===== config.mk =====
export PLATFORM = sky130hd
export DESIGN_NAME = dump_window_ctrl_flat
export DESIGN_NICKNAME = d
export VERILOG_FILES = /design/src/rtl/dump_window_ctrl_if.sv /design/src/rtl/dump_window_ctrl.sv /design/src/flat_wrapper.sv
export SDC_FILE = /design/constraint.sdc
export NUM_CORES = 1
export LEC_CHECK = 0
export BUFFER_PORTS_ARGS = -buffer_cell sky130_fd_sc_hd__buf_2
export CAP_MARGIN = 20
export CORE_MARGIN = 5
export CORE_UTILIZATION = 50
export DETAILED_ROUTE_END_ITERATION = 12
export PLACE_DENSITY = 0.82
export SETUP_SLACK_MARGIN = 0.15
export SLEW_MARGIN = 20
export SYNTH_ARGS = -nofsm -noshare
export SYNTH_HDL_FRONTEND = slang
export SYNTH_SLANG_ARGS = --single-unit
export TNS_END_PERCENT = 1

===== constraint.sdc =====
create_clock -name clk -period 3.1 [get_ports clk]
set_input_delay 0.62 -clock clk [delete_from_list [all_inputs] [get_ports clk]]
set_output_delay 0.62 -clock clk [all_outputs]
set_load 0.005 [all_outputs]

===== src/rtl/dump_window_ctrl_if.sv =====
// Bundles the dump window controller's stimulus inputs and capture-facing outputs.
// The master side drives the frame sync, download flag and window configuration.
interface dump_window_ctrl_if #(
  parameter int CW = 32
);
  logic          vs;
  logic          downloading;
  logic          enable;
  logic          mode;
  logic [CW-1:0] start_frame;
  logic [CW-1:0] length;
  logic [CW-1:0] frame_cnt;
  logic          dump_on;
  logic          dump_start;
  logic          dump_stop;
  logic [2:0]    state;

  modport master (
    output vs, downloading, enable, mode, start_frame, length,
    input  frame_cnt, dump_on, dump_start, dump_stop, state
  );

  modport slave (
    input  vs, downloading, enable, mode, start_frame, length,
    output frame_cnt, dump_on, dump_start, dump_stop, state
  );
endinterface


===== src/rtl/dump_window_ctrl.sv =====
// Capture window sequencer: counts frames on vs falling edges and opens a dump
// window at a programmed frame or when a ROM download ends.
module dump_window_ctrl #(
  parameter int CW       = 32,
  parameter bit SYNC     = 1'b1,
  parameter int DL_GUARD = 16
) (
  input  logic                 clk,
  input  logic                 rst_n,
  dump_window_ctrl_if.slave    bus
);

  localparam int GW = (DL_GUARD < 1) ? 1 : $clog2(DL_GUARD + 1);
  localparam logic [GW-1:0] GUARD_MAX = GW'(DL_GUARD);

  typedef enum logic [2:0] {
    IDLE    = 3'd0,
    WAIT_DL = 3'd1,
    ARMED   = 3'd2,
    DUMPING = 3'd3,
    DONE    = 3'd4
  } state_t;

  logic          vs_s;
  logic          dl_s;
  logic          vs_d;
  logic          dl_d;
  logic          vs_fall;
  logic          dl_fall;
  logic          dl_accept;
  logic [GW-1:0] guard_q;
  logic [CW-1:0] frame_q;
  logic [CW-1:0] win_q;
  logic [CW-1:0] win_next;
  state_t        state_q;
  logic          dump_on_q;
  logic          dump_start_q;
  logic          dump_stop_q;

  generate
    if (SYNC) begin : g_sync
      logic vs_m;
      logic dl_m;

      always_ff @(posedge clk or negedge rst_n) begin
        if (!rst_n) begin
          vs_m <= 1'b0;
          dl_m <= 1'b0;
          vs_s <= 1'b0;
          dl_s <= 1'b0;
        end else begin
          vs_m <= bus.vs;
          dl_m <= bus.downloading;
          vs_s <= vs_m;
          dl_s <= dl_m;
        end
      end
    end else begin : g_direct
      assign vs_s = bus.vs;
      assign dl_s = bus.downloading;
    end
  endgenerate

  always_ff @(posedge clk or negedge rst_n) begin
    if (!rst_n) begin
      vs_d <= 1'b0;
      dl_d <= 1'b0;
    end else begin
      vs_d <= vs_s;
      dl_d <= dl_s;
    end
  end

  assign vs_fall   = vs_d & ~vs_s;
  assign dl_fall   = dl_d & ~dl_s;
  // A download ending right after reset is power-up noise, not a real download.
  assign dl_accept = dl_fall & (guard_q == GUARD_MAX);

  always_ff @(posedge clk or negedge rst_n) begin
    if (!rst_n) begin
      guard_q <= '0;
    end else if (guard_q != GUARD_MAX) begin
      guard_q <= guard_q + 1'b1;
    end
  end

  always_ff @(posedge clk or negedge rst_n) begin
    if (!rst_n) begin
      frame_q <= '0;
    end else if (dl_accept) begin
      frame_q <= '0;
    end else if (vs_fall) begin
      frame_q <= frame_q + 1'b1;
    end
  end

  assign win_next = win_q + 1'b1;

  // Disarming wins over every trigger; leaving an open window still reports its close.
  always_ff @(posedge clk or negedge rst_n) begin
    if (!rst_n) begin
      state_q      <= IDLE;
      win_q        <= '0;
      dump_on_q    <= 1'b0;
      dump_start_q <= 1'b0;
      dump_stop_q  <= 1'b0;
    end else begin
      dump_start_q <= 1'b0;
      dump_stop_q  <= 1'b0;
      if (!bus.enable) begin
        if (state_q == DUMPING) begin
          dump_stop_q <= 1'b1;
        end
        dump_on_q <= 1'b0;
        state_q   <= IDLE;
      end else begin
        case (state_q)
          IDLE: begin
            state_q <= bus.mode ? WAIT_DL : ARMED;
          end
          ARMED: begin
            if (vs_fall && (frame_q >= bus.start_frame)) begin
              state_q      <= DUMPING;
              dump_on_q    <= 1'b1;
              dump_start_q <= 1'b1;
              win_q        <= '0;
            end
          end
          WAIT_DL: begin
            if (dl_accept) begin
              state_q      <= DUMPING;
              dump_on_q    <= 1'b1;
              dump_start_q <= 1'b1;
              win_q        <= '0;
            end
          end
          DUMPING: begin
            if (vs_fall) begin
              win_q <= win_next;
              if ((bus.length != '0) && (win_next == bus.length)) begin
                state_q     <= DONE;
                dump_on_q   <= 1'b0;
                dump_stop_q <= 1'b1;
              end
            end
          end
          DONE: begin
            state_q <= DONE;
          end
          default: begin
            state_q   <= IDLE;
            dump_on_q <= 1'b0;
          end
        endcase
      end
    end
  end

  assign bus.frame_cnt  = frame_q;
  assign bus.dump_on    = dump_on_q;
  assign bus.dump_start = dump_start_q;
  assign bus.dump_stop  = dump_stop_q;
  assign bus.state      = state_q;

  a_pulses_exclusive: assert property (
    @(posedge clk) disable iff (!rst_n) !(dump_start_q && dump_stop_q)
  );

  a_on_matches_state: assert property (
    @(posedge clk) disable iff (!rst_n) dump_on_q == (state_q == DUMPING)
  );

endmodule


===== src/flat_wrapper.sv =====
// flat-port wrapper written by rule: the top's interface ports become plain ports
module dump_window_ctrl_flat 
#(
  parameter int CW       = 32,
  parameter bit SYNC     = 1'b1,
  parameter int DL_GUARD = 16
)
  (clk, rst_n, bus_vs, bus_downloading, bus_enable, bus_mode, bus_start_frame, bus_length, bus_frame_cnt, bus_dump_on, bus_dump_start, bus_dump_stop, bus_state);
  dump_window_ctrl_if #(.CW(CW)) bus_i ();
  input  logic clk;
  input  logic rst_n;
  input wire logic [$bits(bus_i.vs)-1:0] bus_vs;
  input wire logic [$bits(bus_i.downloading)-1:0] bus_downloading;
  input wire logic [$bits(bus_i.enable)-1:0] bus_enable;
  input wire logic [$bits(bus_i.mode)-1:0] bus_mode;
  input wire logic [$bits(bus_i.start_frame)-1:0] bus_start_frame;
  input wire logic [$bits(bus_i.length)-1:0] bus_length;
  output wire logic [$bits(bus_i.frame_cnt)-1:0] bus_frame_cnt;
  output wire logic [$bits(bus_i.dump_on)-1:0] bus_dump_on;
  output wire logic [$bits(bus_i.dump_start)-1:0] bus_dump_start;
  output wire logic [$bits(bus_i.dump_stop)-1:0] bus_dump_stop;
  output wire logic [$bits(bus_i.state)-1:0] bus_state;
  assign bus_i.vs = bus_vs;
  assign bus_i.downloading = bus_downloading;
  assign bus_i.enable = bus_enable;
  assign bus_i.mode = bus_mode;
  assign bus_i.start_frame = bus_start_frame;
  assign bus_i.length = bus_length;
  assign bus_frame_cnt = bus_i.frame_cnt;
  assign bus_dump_on = bus_i.dump_on;
  assign bus_dump_start = bus_i.dump_start;
  assign bus_dump_stop = bus_i.dump_stop;
  assign bus_state = bus_i.state;
  dump_window_ctrl #(.CW(CW), .SYNC(SYNC), .DL_GUARD(DL_GUARD)) u_core (.clk(clk), .rst_n(rst_n), .bus(bus_i));
endmodule

# After elaboration in Yosys (flattened, before gate mapping)
# Index checks and enable logic that the tools add are counted.
[word_totals] ff_bits=81 in_bits=70 output_inout_bits=38 elab_cells=75
[classes] n_addsub=3 order_cmp=1 n_eq_ne=15 mux=28 bitwise=5 n_reduce_logical=10
[op_table] cell="$mux W32" count=5
[op_table] cell="$pmux W32 S3" count=1
[op_table] cell="$add A32 B1 Y32 const B" count=2
[op_table] cell="$eq A32 B32 Y1" count=1
[op_table] cell="$ge A32 B32 Y1" count=1
[op_table] cell="$reduce_bool A32 Y1" count=1
[op_table] cell="$mux W3" count=5
[op_table] cell="$pmux W3 S5" count=1
[op_table] cell="$mux W1" count=13
[op_table] cell="$reduce_and A5 Y1" count=2
[op_table] cell="$ne A3 B2 Y1 const B" count=3
[op_table] cell="$eq A3 B2 Y1 const B" count=2
[op_table] cell="$ne A2 B1 Y1 const B" count=3
[op_table] cell="$add A5 B1 Y5 const B" count=1
[op_table] cell="$eq A5 B5 Y1 const B" count=1
[op_table] cell="$ne A5 B5 Y1 const B" count=1
[op_table] cell="$pmux W1 S4" count=1
[op_table] cell="$reduce_and A4 Y1" count=1
[op_table] cell="$and A1 B1 Y1" count=3
[op_table] cell="$eq A3 B1 Y1 const B" count=1
[op_table] cell="$eq A3 B3 Y1 const B" count=1
[op_table] cell="$logic_not A3 Y1" count=1
[op_table] cell="$ne A3 B3 Y1 const B" count=1
[op_table] cell="$reduce_bool A3 Y1" count=1
[op_table] cell="7 further kinds" count=9

# Logic depth before layout (Yosys ltp)
[logic_depth] ltp_word=7 ltp_mapped=11 mapped_depth_nobuf=10

# Worst setup path after synthesis
# Ideal clock, no wire load.
[synth_path] path_kind="input -> register" startpoint="input bus_start_frame[13]" endpoint="register u_core.win_q[23]" setup_ps=82 t_arrival_ps=2524 required_ps=3018 path_slack_ps=494 cell_stages=11 path_buffers=1 path_cell_list="inv_1 ha_1 a21oi_1 nor2_1 a2111oi_0 o311ai_0 o2111ai_1 a21boi_0 o211a_1 buf_1 a31oi_1"
[synth_between] elab_chain_len=4
[synth_lines] item="start: declaration" line="flat_wrapper.sv:16" text="input wire logic [$bits(bus_i.start_frame)-1:0] bus_start_frame;"
[synth_lines] item="$ge A32 B32 Y1" line="dump_window_ctrl.sv:122" text="if (vs_fall && (frame_q >= bus.start_frame)) begin"
[synth_lines] item="$logic_and A1 B1 Y1" line="dump_window_ctrl.sv:122"
[synth_lines] item="$ne A2 B1 Y1 (no line)"
[synth_lines] item="$reduce_and A5 Y1 (no line)"
[synth_lines] item="end signal: assignment" line="dump_window_ctrl.sv:139" text="win_q <= win_next;"
[synth_lines] item="end: declaration" line="dump_window_ctrl.sv:33" text="logic [CW-1:0] win_q;"
# No other way between the ends.
# A chain may end at the register's enable or synchronous reset.

# Worst setup path after layout
[layout_path] startpoint="register u_core.win_q[7]" endpoint="register u_core.state_q[0] (netlist: u_core.bus.state[0])"
[layout_between] elab_chain_len=5
[layout_lines] item="$add A32 B1 Y32" line="dump_window_ctrl.sv:97" text="assign win_next = win_q + 1'b1;"
[layout_lines] item="$eq A32 B32 Y1" line="dump_window_ctrl.sv:140" text="if ((bus.length != '0) && (win_next == bus.length)) begin"
[layout_lines] item="$logic_and A1 B1 Y1" line="dump_window_ctrl.sv:140"
[layout_lines] item="$ne A3 B3 Y1 (no line)"
[layout_lines] item="$reduce_and A4 Y1 (no line)"
[layout_lines] item="end signal: assignment" line="dump_window_ctrl.sv:119" text="state_q <= bus.mode ? WAIT_DL : ARMED;"
[layout_lines] item="end: declaration" line="dump_window_ctrl.sv:35" text="state_t state_q;"
# No other way between the ends.

==> flow_summary.json <==
{
  "synth_edf_count": 0,
  "antenna_left": 0,
  "synth.area.top_cells": "dfrtp_1 34%, ha_1 7.6%, xnor2_1 5.9%",
  "cp-start-kind": "flip-flop",
  "cap_violations": 0,
  "layout_common_cells": "106 x buf_2, 80 x dfrtp_1, 70 x nor2_1",
  "slew_headroom_pct": 49.4,
  "ios": 108,
  "critPathKind": "flip-flop to flip-flop",
  "p_per_area_nw_per_um2": 397,
  "mostFrequentLayoutCell": "buf_2",
  "cts_made_buffers": 9,
  "min_path_type": "input pin to asynchronous set/reset pin",
  "tns_ns": 0,
  "avgSynthCellArea_um2": 8.39,
  "grt_pass1_wl_mm": 26.3,
  "report.final.slew_viol_count": 0,
  "cp-end-kind": "flip-flop",
  "htreeDepth": 3,
  "wl_per_cell_um": 16.9,
  "dp_hpwl_mm": 11.9,
  "root_buffer": "clkbuf_16",
  "grt_antenna_before_repair": 0,
  "synth_area_um2": 5920,
  "synth_top_area_share_pct": 34.3,
  "grt_max_degree": 82,
  "start_util_pct": 51.4,
  "finalSetupViolations": 0,
  "drt_pass1_iterations": 6,
  "design_power_total_uw": 2760,
  "fin_skew_ns": 0.00962,
  "ctsLongestPathBuffers": 2,
  "worstMarginPinSlew_ns": 0.758,
  "grt_use_total_pct": 22.6,
  "clk_transition_reported_paths_ns": 0.07,
  "drive_above_1_share_pct": 19.2,
  "cts.sinks": 81,
  "ys_seq_area_share_pct": 34.3,
  "grt_pass1_vias": 5441,
  "chipHeight_um": 119,
  "rsz0062_at_grt": "true",
  "syn2layout_area_growth_pct": 17.6,
  "rows": 39,
  "yosysTopAreaCell": "dfrtp_1",
  "synthesis.instances": 705,
  "leakagePower_uw": 0.00325,
  "worstPathRequired_ns": 3.31,
  "die_w_um": 119,
  "arrival_ns": 3.03,
  "fmax_mhz": 355,
  "place_congestion": 0.945,
  "synthArstFlopShare_pct": 100,
  "clock_latency_ns": 0.34,
  "viasPerCell": 5.97,
  "syn_nets": 811,
  "period_minus_slack_ns": 2.82,
  "drc": 0,
  "ys_warn_count": 0,
  "ff2ff_path_depth": 8,
  "coreArea_um2": 11500,
  "drtIter0Drc": 578,
  "antenna_cells": 0,
  "hold_violations": 0,
  "final_nets": 907,
  "fin_crit_sh_pct": 91.0,
  "synth_ff_type": "dfrtp_1",
  "synth-seq-cells": 81,
  "outcome": "finished, final reports clean",
  "cts_tree": "built",
  "port-buffer-count": 107,
  "synth_cell_types": 62,
  "fillers": 1007,
  "die-area_um2": 14100,
  "grt_overflow_total": 0,
  "drt-total-wl_mm": 16.0,
  "crit_fanout": 9,
  "vdd_drop_max_mv": 0.315,
  "cts_setup_buffers": 0,
  "vias": 5667
}
[path summary, 6_finish.rpt]
kind / startpoint / to / slack, ns
max: u_core.win_q[7] / u_core.bus.state[0] / 0.28
min: rst_n / u_core.bus.frame_cnt[9] / 0.32
max reg2reg: u_core.win_q[7] / u_core.bus.state[0] / 0.28
min reg2reg: u_core.g_sync.vs_m / u_core.vs_s / 0.34
max in group asynchronous: rst_n / u_core.win_q[0] / 2.23
min in group clk: u_core.g_sync.vs_m / u_core.vs_s / 0.34
[worst max-delay path, stage by stage (launching register included)]
cell and delay, ns:
dfrtp_1 0.53, and4_1 0.35, and4_1 0.38, o22ai_1 0.13, nor4_1 0.47, nand3_1 0.18, nor4_2 0.33, and4b_1 0.27
nor3_1 0.06
[routing by layer]
metal,vias up,routed length (µm),GRT usage [%]
met1,2642,7090,30.3
met2,255,7290,36.5
li1,2735,-,-
met5,-,0,0
met4,0,314,6.88
met3,35,1340,5.11
[metrics by stage]
| stage | setup WS [ns] | hold slack, ns | cell area, µm² | cells | util, % |
|---|---|---|---|---|---|
| after CTS | 0.160 | 0.351 | 6940 | 949 | 60.3 |
| final | 0.280 | 0.315 | 6960 | 949 | 60.4 |
| after global routing | 0.147 | 0.359 | 6960 | 949 | 60.4 |
| after detailed placement | 0.133 | 0.340 | 6600 | 933 | 57.3 |
| after floorplan | 0.494 | 0.324 | 5920 | 705 | - |
| after global placement | 0.225 | 0.333 | 6600 | 933 | 57.3 |
[power by group]
group	leakage, µW	switching (µW)	internal (µW)
Sequential	0.00110	88.3	1100
Clock	0.000164	475	724
Combinational	0.00199	201	173
Total	0.00325	764	2000
[cells in the mapped netlist, drive strengths merged (7+ instances only)]
| cell | count |
|---|---|
| dfrtp | 81 |
| nor2 | 71 |
| nor2b | 7 |
| clkbuf | 21 |
| nand3 | 44 |
| a21o | 8 |
| and4 | 7 |
| and3 | 11 |
| buf | 14 |
| inv | 45 |
| a31oi | 34 |
| nor4 | 21 |
| nand4 | 29 |
| xor2 | 35 |
| ha | 36 |
| nor3 | 17 |
| a21oi | 37 |
| xnor2 | 41 |
| nand2 | 57 |
| o21ai | 22 |
| or3 | 7 |
[logic make-up after synthesis]
| logic type | Yosys count | synth area share, % |
|---|---|---|
| and+or+nand+nor | 292 | 25.9 |
| AOI/OAI and AO/OA | 131 | 13.8 |
| DFF | 81 | 34.3 |
| buffers and inverters | 80 | 5.41 |
| xor gates and xnor gates | 76 | 11.4 |
| adders and majority gates | 36 | 7.61 |
| muxes | 9 | 1.61 |
[flip-flops by register name, indices dropped and copies added (netlist names)]
signal / count
u_core.bus.dump_stop: 1
u_core.g_sync.vs_m: 1
u_core.bus.state: 3
u_core.win_q: 32
u_core.bus.frame_cnt: 32
u_core.bus.dump_on: 1
u_core.vs_d: 1
u_core.dl_s: 1
u_core.bus.dump_start: 1
u_core.g_sync.dl_m: 1
u_core.dl_d: 1
u_core.guard_q: 5
u_core.vs_s: 1
[final cells by class]
class                      count  area, µm²  area share [%]
inverter                      45        169            2.43
tap                          143        179            2.57
clock buffer                   9        225            3.24
timing repair buffer         120        652            9.37
clock inverter                 7        109            1.56
multi-input combinational    544       3600            51.7
sequential                    81       2030            29.1
[what timing repair did]
| action | CTS | global route |
|---|---|---|
| hold endpoints to repair | 0 | 0 |
| endpoints found under the setup margin | 5 | 8 |
| pin swaps | 0 | 2 |
| gates resized for setup | 2 | 4 |
| hold buffers | 0 | 0 |
Power figures use the tool's default switching activity.
